**config.mk**
```make
export PLATFORM = sky130hd
export DESIGN_NAME = fast_corner_packer_flat
export DESIGN_NICKNAME = d
export VERILOG_FILES = /design/src/rtl/fast_corner_packer_if.sv /design/src/rtl/fast_corner_packer.sv /design/src/flat_wrapper.sv
export SDC_FILE = /design/constraint.sdc
export NUM_CORES = 2
export LEC_CHECK = 0
export CORE_MARGIN = 4
export CORE_UTILIZATION = 40
export CTS_CLUSTER_SIZE = 25
export DETAILED_ROUTE_END_ITERATION = 7
export PLACE_DENSITY = 0.52
export REMOVE_ABC_BUFFERS = 1
export SLEW_MARGIN = 20
export SYNTH_ARGS = -nofsm -noshare
export SYNTH_HDL_FRONTEND = slang
export SYNTH_SLANG_ARGS = --single-unit
export TNS_END_PERCENT = 1
```
**constraint.sdc**
```tcl
create_clock -name clk -period 5.76 [get_ports clk]
set_input_delay 0.864 -clock clk [delete_from_list [all_inputs] [get_ports clk]]
set_output_delay 0.864 -clock clk [all_outputs]
set_load 0.005 [all_outputs]
```
**src/rtl/fast_corner_packer_if.sv**
```systemverilog
`default_nettype none
// ============================================================================
//  Module      : fast_corner_packer_if
//  Description : Bundles the two streams around the corner packer.
//                Pixel side (from the FAST detector):
//                  ce, xy_coord_vld, iscorner, x_coord[9:0], y_coord[9:0],
//                  score[12:0]
//                Record side (to DMA/host), valid/ready:
//                  m_data[31:0], m_valid, m_last, m_ready
//                modport master : the packer (consumes pixels, sources records)
//                modport slave  : the environment (sources pixels, sinks records)
//  Revision    : 1.0  initial release
// ============================================================================
interface fast_corner_packer_if;
    // pixel stream
    logic        ce;
    logic        xy_coord_vld;
    logic        iscorner;
    logic [9:0]  x_coord;
    logic [9:0]  y_coord;
    logic [12:0] score;
    // record stream
    logic [31:0] m_data;
    logic        m_valid;
    logic        m_last;
    logic        m_ready;

    modport master (
        input  ce, xy_coord_vld, iscorner, x_coord, y_coord, score,
        output m_data, m_valid, m_last,
        input  m_ready
    );

    modport slave (
        output ce, xy_coord_vld, iscorner, x_coord, y_coord, score,
        input  m_data, m_valid, m_last,
        output m_ready
    );
endinterface
`default_nettype wire

```
**src/rtl/fast_corner_packer.sv**
```systemverilog
`default_nettype none
// ============================================================================
//  Module      : fast_corner_packer
//  Description : Receiving end of the FAST detector stream. Keeps only corner
//                pixels, packs each into a 32-bit record, buffers the records
//                in a first-word-fall-through FIFO and drains them over a
//                valid/ready stream. One end-of-frame (EOF) summary word is
//                appended per frame.
//
//                Corner word : {1'b0, sat11(score), y[9:0], x[9:0]}
//                EOF word    : {1'b1, ovf, 14'd0, ncorner[15:0]}
//
//  Ports       : clk        clock
//                rst        asynchronous reset, active low
//                bus        fast_corner_packer_if.master (pixel in / record out)
//                min_score  [12:0] minimum accepted score (filter build only)
//                frame_cnt  [15:0] EOF words written so far, wraps
//
//  Build macro : FAST_PACK_SCORE_FILTER_EN -- when defined, adds the
//                min_score port; corners with score < min_score are ignored
//                (not counted, no overflow flag).
//
//  Revision    : 1.0  initial release
// ============================================================================
module fast_corner_packer #(
    parameter int COL_NUM     = 640,
    parameter int ROW_NUM     = 480,
    parameter int FIFO_DEPTH  = 64,
    parameter int MAX_CORNERS = 4095
) (
    input  wire logic               clk,
    input  wire logic               rst,
    fast_corner_packer_if.master    bus,
`ifdef FAST_PACK_SCORE_FILTER_EN
    input  wire logic [12:0]        min_score,
`endif
    output logic [15:0]             frame_cnt
);

    // ------------------------------------------------------------------------
    // Constants
    // ------------------------------------------------------------------------
    localparam int             c_AW       = $clog2(FIFO_DEPTH);
    localparam int             c_PW       = c_AW + 1;
    localparam logic [c_PW-1:0] c_DEPTH    = c_PW'(FIFO_DEPTH);
    // Highest fill at which a corner may still be written: the last slot is
    // kept free so the EOF word of the current frame always has a home.
    localparam logic [c_PW-1:0] c_DEPTH_M2 = c_PW'(FIFO_DEPTH - 2);
    localparam logic [15:0]     c_MAX      = 16'(MAX_CORNERS);
    localparam logic [9:0]      c_X_LAST   = 10'(COL_NUM - 1);
    localparam logic [9:0]      c_Y_LAST   = 10'(ROW_NUM - 1);
    localparam logic [12:0]     c_SAT_MAX  = 13'd2047;

    typedef enum logic [0:0] {
        ST_RUN      = 1'b0,
        ST_EOF_PEND = 1'b1
    } state_t;

    // ------------------------------------------------------------------------
    // Input qualification (combinational)
    // ------------------------------------------------------------------------
    logic        w_score_ok;
    logic        w_corner_evt;
    logic        w_frame_end;
    logic [10:0] w_score_sat;
    logic [31:0] w_corner_word;

`ifdef FAST_PACK_SCORE_FILTER_EN
    assign w_score_ok = (bus.score >= min_score);
`else
    assign w_score_ok = 1'b1;
`endif

    assign w_corner_evt  = bus.ce & bus.xy_coord_vld & bus.iscorner & w_score_ok;
    assign w_frame_end   = bus.ce & bus.xy_coord_vld &
                           (bus.x_coord == c_X_LAST) & (bus.y_coord == c_Y_LAST);
    assign w_score_sat   = (bus.score > c_SAT_MAX) ? 11'h7FF : bus.score[10:0];
    assign w_corner_word = {1'b0, w_score_sat, bus.y_coord, bus.x_coord};

    // ------------------------------------------------------------------------
    // Input register stage
    //   r_cap_*   : captured corner, written to the FIFO on the next edge.
    //   r_fe_d    : frame-end seen, delayed one more stage into r_eof_req so
    //               a corner on the last pixel lands in the FIFO one edge
    //               before its frame's EOF word.
    // ------------------------------------------------------------------------
    logic        r_cap_vld;
    logic [31:0] r_cap_word;
    logic        r_fe_d;
    logic        r_eof_req;

    always_ff @(posedge clk or negedge rst) begin
        if (!rst) begin
            r_cap_vld  <= 1'b0;
            r_cap_word <= '0;
            r_fe_d     <= 1'b0;
            r_eof_req  <= 1'b0;
        end else begin
            r_cap_vld  <= w_corner_evt;
            r_cap_word <= w_corner_word;
            r_fe_d     <= w_frame_end;
            r_eof_req  <= r_fe_d;
        end
    end

    // ------------------------------------------------------------------------
    // FIFO storage and pointers (extra MSB distinguishes full from empty)
    // ------------------------------------------------------------------------
    logic [31:0]     r_mem [FIFO_DEPTH];
    logic [c_PW-1:0] r_wr_ptr;
    logic [c_PW-1:0] r_rd_ptr;
    logic [c_PW-1:0] w_fill;
    logic            w_empty;
    logic            w_pop;
    logic            w_push;
    logic [31:0]     w_push_data;
    logic [31:0]     w_head;

    assign w_fill  = r_wr_ptr - r_rd_ptr;
    assign w_empty = (w_fill == '0);
    assign w_pop   = ~w_empty & bus.m_ready;
    assign w_head  = r_mem[r_rd_ptr[c_AW-1:0]];

    always_ff @(posedge clk) begin
        if (w_push) begin
            r_mem[r_wr_ptr[c_AW-1:0]] <= w_push_data;
        end
    end

    always_ff @(posedge clk or negedge rst) begin
        if (!rst) begin
            r_wr_ptr <= '0;
            r_rd_ptr <= '0;
        end else begin
            if (w_push) begin
                r_wr_ptr <= r_wr_ptr + c_PW'(1);
            end
            if (w_pop) begin
                r_rd_ptr <= r_rd_ptr + c_PW'(1);
            end
        end
    end

    // Head of the FIFO drives the stream directly; it only changes on a pop,
    // so data/last hold steady while the sink stalls.
    assign bus.m_valid = ~w_empty;
    assign bus.m_data  = w_empty ? 32'd0 : w_head;
    assign bus.m_last  = ~w_empty & w_head[31];

    // ------------------------------------------------------------------------
    // Per-frame bookkeeping
    // ------------------------------------------------------------------------
    state_t      r_state;
    state_t      w_state_nxt;
    logic [15:0] r_ncorner;
    logic        r_ovf;
    logic        r_ovf_next;     // drops that belong to the frame after the EOF
    logic [15:0] r_frame_cnt;
    logic        w_eof_wr;
    logic        w_accept;
    logic        w_drop_cur;
    logic        w_drop_next;
    logic [31:0] w_eof_word;

    assign w_eof_word = {1'b1, r_ovf, 14'd0, r_ncorner};

    always_ff @(posedge clk or negedge rst) begin
        if (!rst) begin
            r_state <= ST_RUN;
        end else begin
            r_state <= w_state_nxt;
        end
    end

    // Next state, write-port arbitration and corner accept/drop decision.
    // While an EOF is pending or being written, any captured corner already
    // belongs to the next frame; it is dropped and charged to that frame.
    always_comb begin
        w_state_nxt = r_state;
        w_eof_wr    = 1'b0;
        w_accept    = 1'b0;
        w_drop_cur  = 1'b0;
        w_drop_next = 1'b0;

        case (r_state)
            ST_RUN: begin
                if (r_eof_req) begin
                    if (w_fill < c_DEPTH) begin
                        w_eof_wr = 1'b1;
                    end else begin
                        w_state_nxt = ST_EOF_PEND;
                    end
                end
            end
            ST_EOF_PEND: begin
                if (w_fill < c_DEPTH) begin
                    w_eof_wr    = 1'b1;
                    w_state_nxt = ST_RUN;
                end
            end
            default: begin
                w_state_nxt = ST_RUN;
            end
        endcase

        if (r_cap_vld) begin
            if ((r_state == ST_EOF_PEND) || w_eof_wr) begin
                w_drop_next = 1'b1;
            end else if ((w_fill <= c_DEPTH_M2) && (r_ncorner < c_MAX)) begin
                w_accept = 1'b1;
            end else begin
                w_drop_cur = 1'b1;
            end
        end
    end

    assign w_push      = w_eof_wr | w_accept;
    assign w_push_data = w_eof_wr ? w_eof_word : r_cap_word;

    always_ff @(posedge clk or negedge rst) begin
        if (!rst) begin
            r_ncorner   <= '0;
            r_ovf       <= 1'b0;
            r_ovf_next  <= 1'b0;
            r_frame_cnt <= '0;
        end else if (w_eof_wr) begin
            // Summary is out: open the next frame, inheriting its early drops.
            r_ncorner   <= '0;
            r_ovf       <= r_ovf_next | w_drop_next;
            r_ovf_next  <= 1'b0;
            r_frame_cnt <= r_frame_cnt + 16'd1;
        end else begin
            if (w_accept) begin
                r_ncorner <= r_ncorner + 16'd1;
            end
            if (w_drop_cur) begin
                r_ovf <= 1'b1;
            end
            if (w_drop_next) begin
                r_ovf_next <= 1'b1;
            end
        end
    end

    assign frame_cnt = r_frame_cnt;

endmodule
`default_nettype wire

```
**src/flat_wrapper.sv**
```systemverilog
// flat-port wrapper written by rule: the top's interface ports become plain ports
module fast_corner_packer_flat 
#(
    parameter int COL_NUM     = 640,
    parameter int ROW_NUM     = 480,
    parameter int FIFO_DEPTH  = 64,
    parameter int MAX_CORNERS = 4095
)
  (clk, rst, frame_cnt, bus_ce, bus_xy_coord_vld, bus_iscorner, bus_x_coord, bus_y_coord, bus_score, bus_m_data, bus_m_valid, bus_m_last, bus_m_ready);
  fast_corner_packer_if bus_i ();
  input  wire logic clk;
  input  wire logic rst;
  output logic [15:0] frame_cnt;
  input wire logic [$bits(bus_i.ce)-1:0] bus_ce;
  input wire logic [$bits(bus_i.xy_coord_vld)-1:0] bus_xy_coord_vld;
  input wire logic [$bits(bus_i.iscorner)-1:0] bus_iscorner;
  input wire logic [$bits(bus_i.x_coord)-1:0] bus_x_coord;
  input wire logic [$bits(bus_i.y_coord)-1:0] bus_y_coord;
  input wire logic [$bits(bus_i.score)-1:0] bus_score;
  output wire logic [$bits(bus_i.m_data)-1:0] bus_m_data;
  output wire logic [$bits(bus_i.m_valid)-1:0] bus_m_valid;
  output wire logic [$bits(bus_i.m_last)-1:0] bus_m_last;
  input wire logic [$bits(bus_i.m_ready)-1:0] bus_m_ready;
  assign bus_i.ce = bus_ce;
  assign bus_i.xy_coord_vld = bus_xy_coord_vld;
  assign bus_i.iscorner = bus_iscorner;
  assign bus_i.x_coord = bus_x_coord;
  assign bus_i.y_coord = bus_y_coord;
  assign bus_i.score = bus_score;
  assign bus_m_data = bus_i.m_data;
  assign bus_m_valid = bus_i.m_valid;
  assign bus_m_last = bus_i.m_last;
  assign bus_i.m_ready = bus_m_ready;
  fast_corner_packer #(.COL_NUM(COL_NUM), .ROW_NUM(ROW_NUM), .FIFO_DEPTH(FIFO_DEPTH), .MAX_CORNERS(MAX_CORNERS)) u_core (.clk(clk), .rst(rst), .bus(bus_i), .frame_cnt(frame_cnt));
endmodule
```
==> flow_summary_export.csv <==
group,metric,value,unit
floorplanning,die-area,210000,um^2
sta,min_period_over_period,96.6,%
critical_path,cp_top_family,"buffers and inverters",
sta,rsz0062_at_grt,"false",
synthesis,yosys.area.top_type_share,75.8,%
critical_path,path_cells,"clkinv_1 -> buf_4 -> ha_1 -> a211oi_2 -> o211a_1 -> nor3_4 -> and4_2 -> buf_4 -> nor3_1 -> clkdlybuf4s50_1",
critical_path,cp.buffers_inverters,4,
sta,finClkSkew,0.0450,ns
min_path,hp-class,"register to register",
routing,drtIter0Drc,4250,
global_route,antenna_found_initial,7,
power,peakVddDrop,410,uV
finish,final_cell_area,95000,um^2
synthesis,yosysMostFrequentCell,"edfxtp_1",
cts,root_buffer,"clkbuf_16",
critical_path,crit_arrival,4.70,ns
sta,clock.fmax,180,MHz
synthesis,syn_area_per_cell,21.8,um^2
synthesis,synth-main-ff-cell,"edfxtp_1",
synthesis,yosysSeqAreaShare,78.3,%
synthesis,synthArstFlopShare,3.89,%
critical_path,crit_fanout,24,
critical_path,end_kind,"output pin",
synthesis,syn_area,81200,um^2
critical_path,critical_path_required,4.90,ns
critical_path,critPathKind,"register to output pin",
critical_path,cp-startpoint,"u_core.r_rd_ptr[2]$_DFFE_PN0P_",
cts,cts_buffers,216,
global_route,grt_max_degree,97,
routing,wl_per_cell,31.9,um
floorplanning,core,202000,um^2
routing,drc,0,
placement,gp_congestion,0.806,
critical_path,r2r_cells,11,
cts,cts_sinks,2131,
min_path,hold_path_depth,0,
floorplanning,start_util,40.2,%
routing,route.vias.total,39700,
cts,cts_buffer_depth,3,
cts,clk_pin_slew,0.06,ns
floorplanning,row_count,165,
synthesis,ys_warn_count,0,
synthesis,yosys-top-cells-count,"2,048 x edfxtp_1, 512 x mux4_2, 177 x a22oi_1",
routing,routed_wl,221,mm
floorplanning,pin_count,89,
cts,cts_tree,"built",
cts,htreeDepth,4,
finish,post-route-util,47.0,%
sta,slew_viol_final,0,
placement,dpl-instance-area,87800,um^2
global_route,grt_pass1_vias,40900,
synthesis,synth-edff-count,2048,
synthesis,synthCells,3727,
global_route,grt_usage,21.0,%
synthesis,ys_ff_latch,2131,
sta,slew_headroom,24.4,%
sta,hold_violations,0,
global_route,grt_pass1_wl,314,mm
floorplanning,die_x,458,um
critical_path,timing.rr.start,"u_core.r_rd_ptr[2]$_DFFE_PN0P_",
critical_path,critPathLaunchType,"register",
critical_path,crit_slowest_cell,"dfrtp_4",
sta,fin_crit,5.57,ns
critical_path,cp_slowest_stage_delay,0.67,ns
synthesis,yosysTopAreaCell,"edfxtp_1",
finish,nNetsFinal,4120,
synthesis,synthTopCellsByArea,"edfxtp_1 76%, mux4_2 14%, dfrtp_1 2.6%",
global_route,grt_overflow,0,
placement,dp_hpwl,132,mm
finish,area_growth_syn_to_layout,17.0,%
status,status,"finished clean",
placement,numPortBuffers,88,
power,p_leak,30.4,nW
synthesis,synth.distinct_cells,55,
power,p_per_area,459,nW/um^2
sta,finalSetupViolCount,0,
cts,post-cts-setup-buffers,0,
min_path,worstHoldStart,"u_core.r_fe_d$_DFF_PN0_",
routing,drtPass1Iterations,5,
flow_run,maxCapViolCount,0,
cts,clk_latency,0.86,ns
critical_path,worst-path-stages,10,
finish,drive_gt1_share,28.3,%
routing,postRouteAntennaNets,0,
floorplanning,die_h,458,um
sta,tightest_slew,1.13,ns
routing,via_per_inst,5.72,
critical_path,worst_path_most_repeated_cell,"buf_4",
## sequential cells by signal, summed over array words and instances (netlist names)
name / flops
u_core.r_mem: 2048
u_core.r_cap_word: 31
u_core.frame_cnt: 16
u_core.r_ncorner: 16
u_core.r_rd_ptr: 7
u_core.r_wr_ptr: 7
u_core.r_cap_vld: 1
u_core.r_eof_req: 1
u_core.r_fe_d: 1
u_core.r_ovf: 1
u_core.r_ovf_next: 1
u_core.r_state: 1
## path summary, 6_finish.rpt
check                      slack, ns                                to
min in group asynchronous       0.47  u_core.frame_cnt[15]$_DFFE_PN0P_
max reg2reg                     0.98    u_core.r_mem[56][14]$_DFFE_PP_
max in group asynchronous       4.13    u_core.r_cap_word[5]$_DFF_PN0_
max                             0.19                     bus_m_data[8]
min                             0.36        u_core.r_eof_req$_DFF_PN0_
min reg2reg                     0.36        u_core.r_eof_req$_DFF_PN0_
## power by group
group | internal [mW] | leakage [nW] | switching (mW)
clock | 8.02 | 3.48 | 5.98
sequential | 17.0 | 20.0 | 0.174
combinational | 5.14 | 6.94 | 7.26
## kinds of logic (layout without fill, tap and decap cells)
kind of cell               Yosys count  after routing  synth area share [%]
AOI/OAI and AO/OA                  355            355                  2.98
xor gates and xnor gates            37             37                 0.399
adders and majority gates           11             11                 0.179
buffers and inverters              216            750                  1.10
DFF                               2131           2131                  78.3
muxes                              520            520                  14.3
other                                0              5                     0
and+or+nand+nor                    457            457                  2.70
## placed cells by master (no fill, tap or decap), types with 6 or more instances in the layout
master,instances
a21oi_1,57
a22oi_1,177
a31oi_1,16
and3_1,7
buf_12,55
buf_4,185
bufinv_16,20
clkbuf_1,52
clkbuf_16,218
clkbuf_8,10
clkdlybuf4s50_1,87
clkinv_1,49
clkinv_2,43
dfrtp_1,79
edfxtp_1,2048
ha_1,10
inv_1,7
mux2i_1,6
mux4_2,512
nand2_1,116
nand2_2,18
nand3_1,41
nand4_1,6
nor2_1,48
nor2_4,72
nor2b_1,8
nor2b_4,14
nor3_1,64
nor3_2,13
o21ai_0,32
o221ai_1,16
o22ai_1,47
or3_1,16
xnor2_1,34
## cell type report
type,count,area (um^2)
Fill cell,16800,107000
Sequential cell,2131,63600
Multi-Input combinational cell,1380,17500
Clock buffer,280,5790
Timing Repair Buffer,329,3400
Tap cell,2672,3340
Clock inverter,129,1340
Inverter,12,47.5
Antenna cell,5,12.5
## routing by layer
layer | vias to the layer above | GRT usage (%) | wire, um
met4 | 0 | 6.95 | 7130
met5 | - | 0 | 0
met2 | 1229 | 33.2 | 106000
met3 | 277 | 3.50 | 12700
met1 | 21700 | 30.0 | 96000
li1 | 16400 | - | -
## per-stage QoR
stage,power (mW),hold WS (ns),cells,setup TNS (ns),worst slack [ns]
finish,43.6,0.358,6938,0,0.194
global route,45.3,0.376,6934,0,0.00251
CTS,44.1,0.360,6933,-0.262,-0.129
detailed placement,30.1,0.347,6523,0,0.762
global placement,30.1,0.337,6523,0,0.748
floorplan,24.3,0.331,3523,-,-18.45
## what timing repair did
item / in CTS / in global routing
gates resized for setup: 8 / 5
hold buffers: 1 / 0
cloned: 0 / 0
setup endpoints to repair: 11 / 5
pin swaps: 0 / 0
endpoints found under the hold margin: 21 / 0
Power figures use the tool's default switching activity.
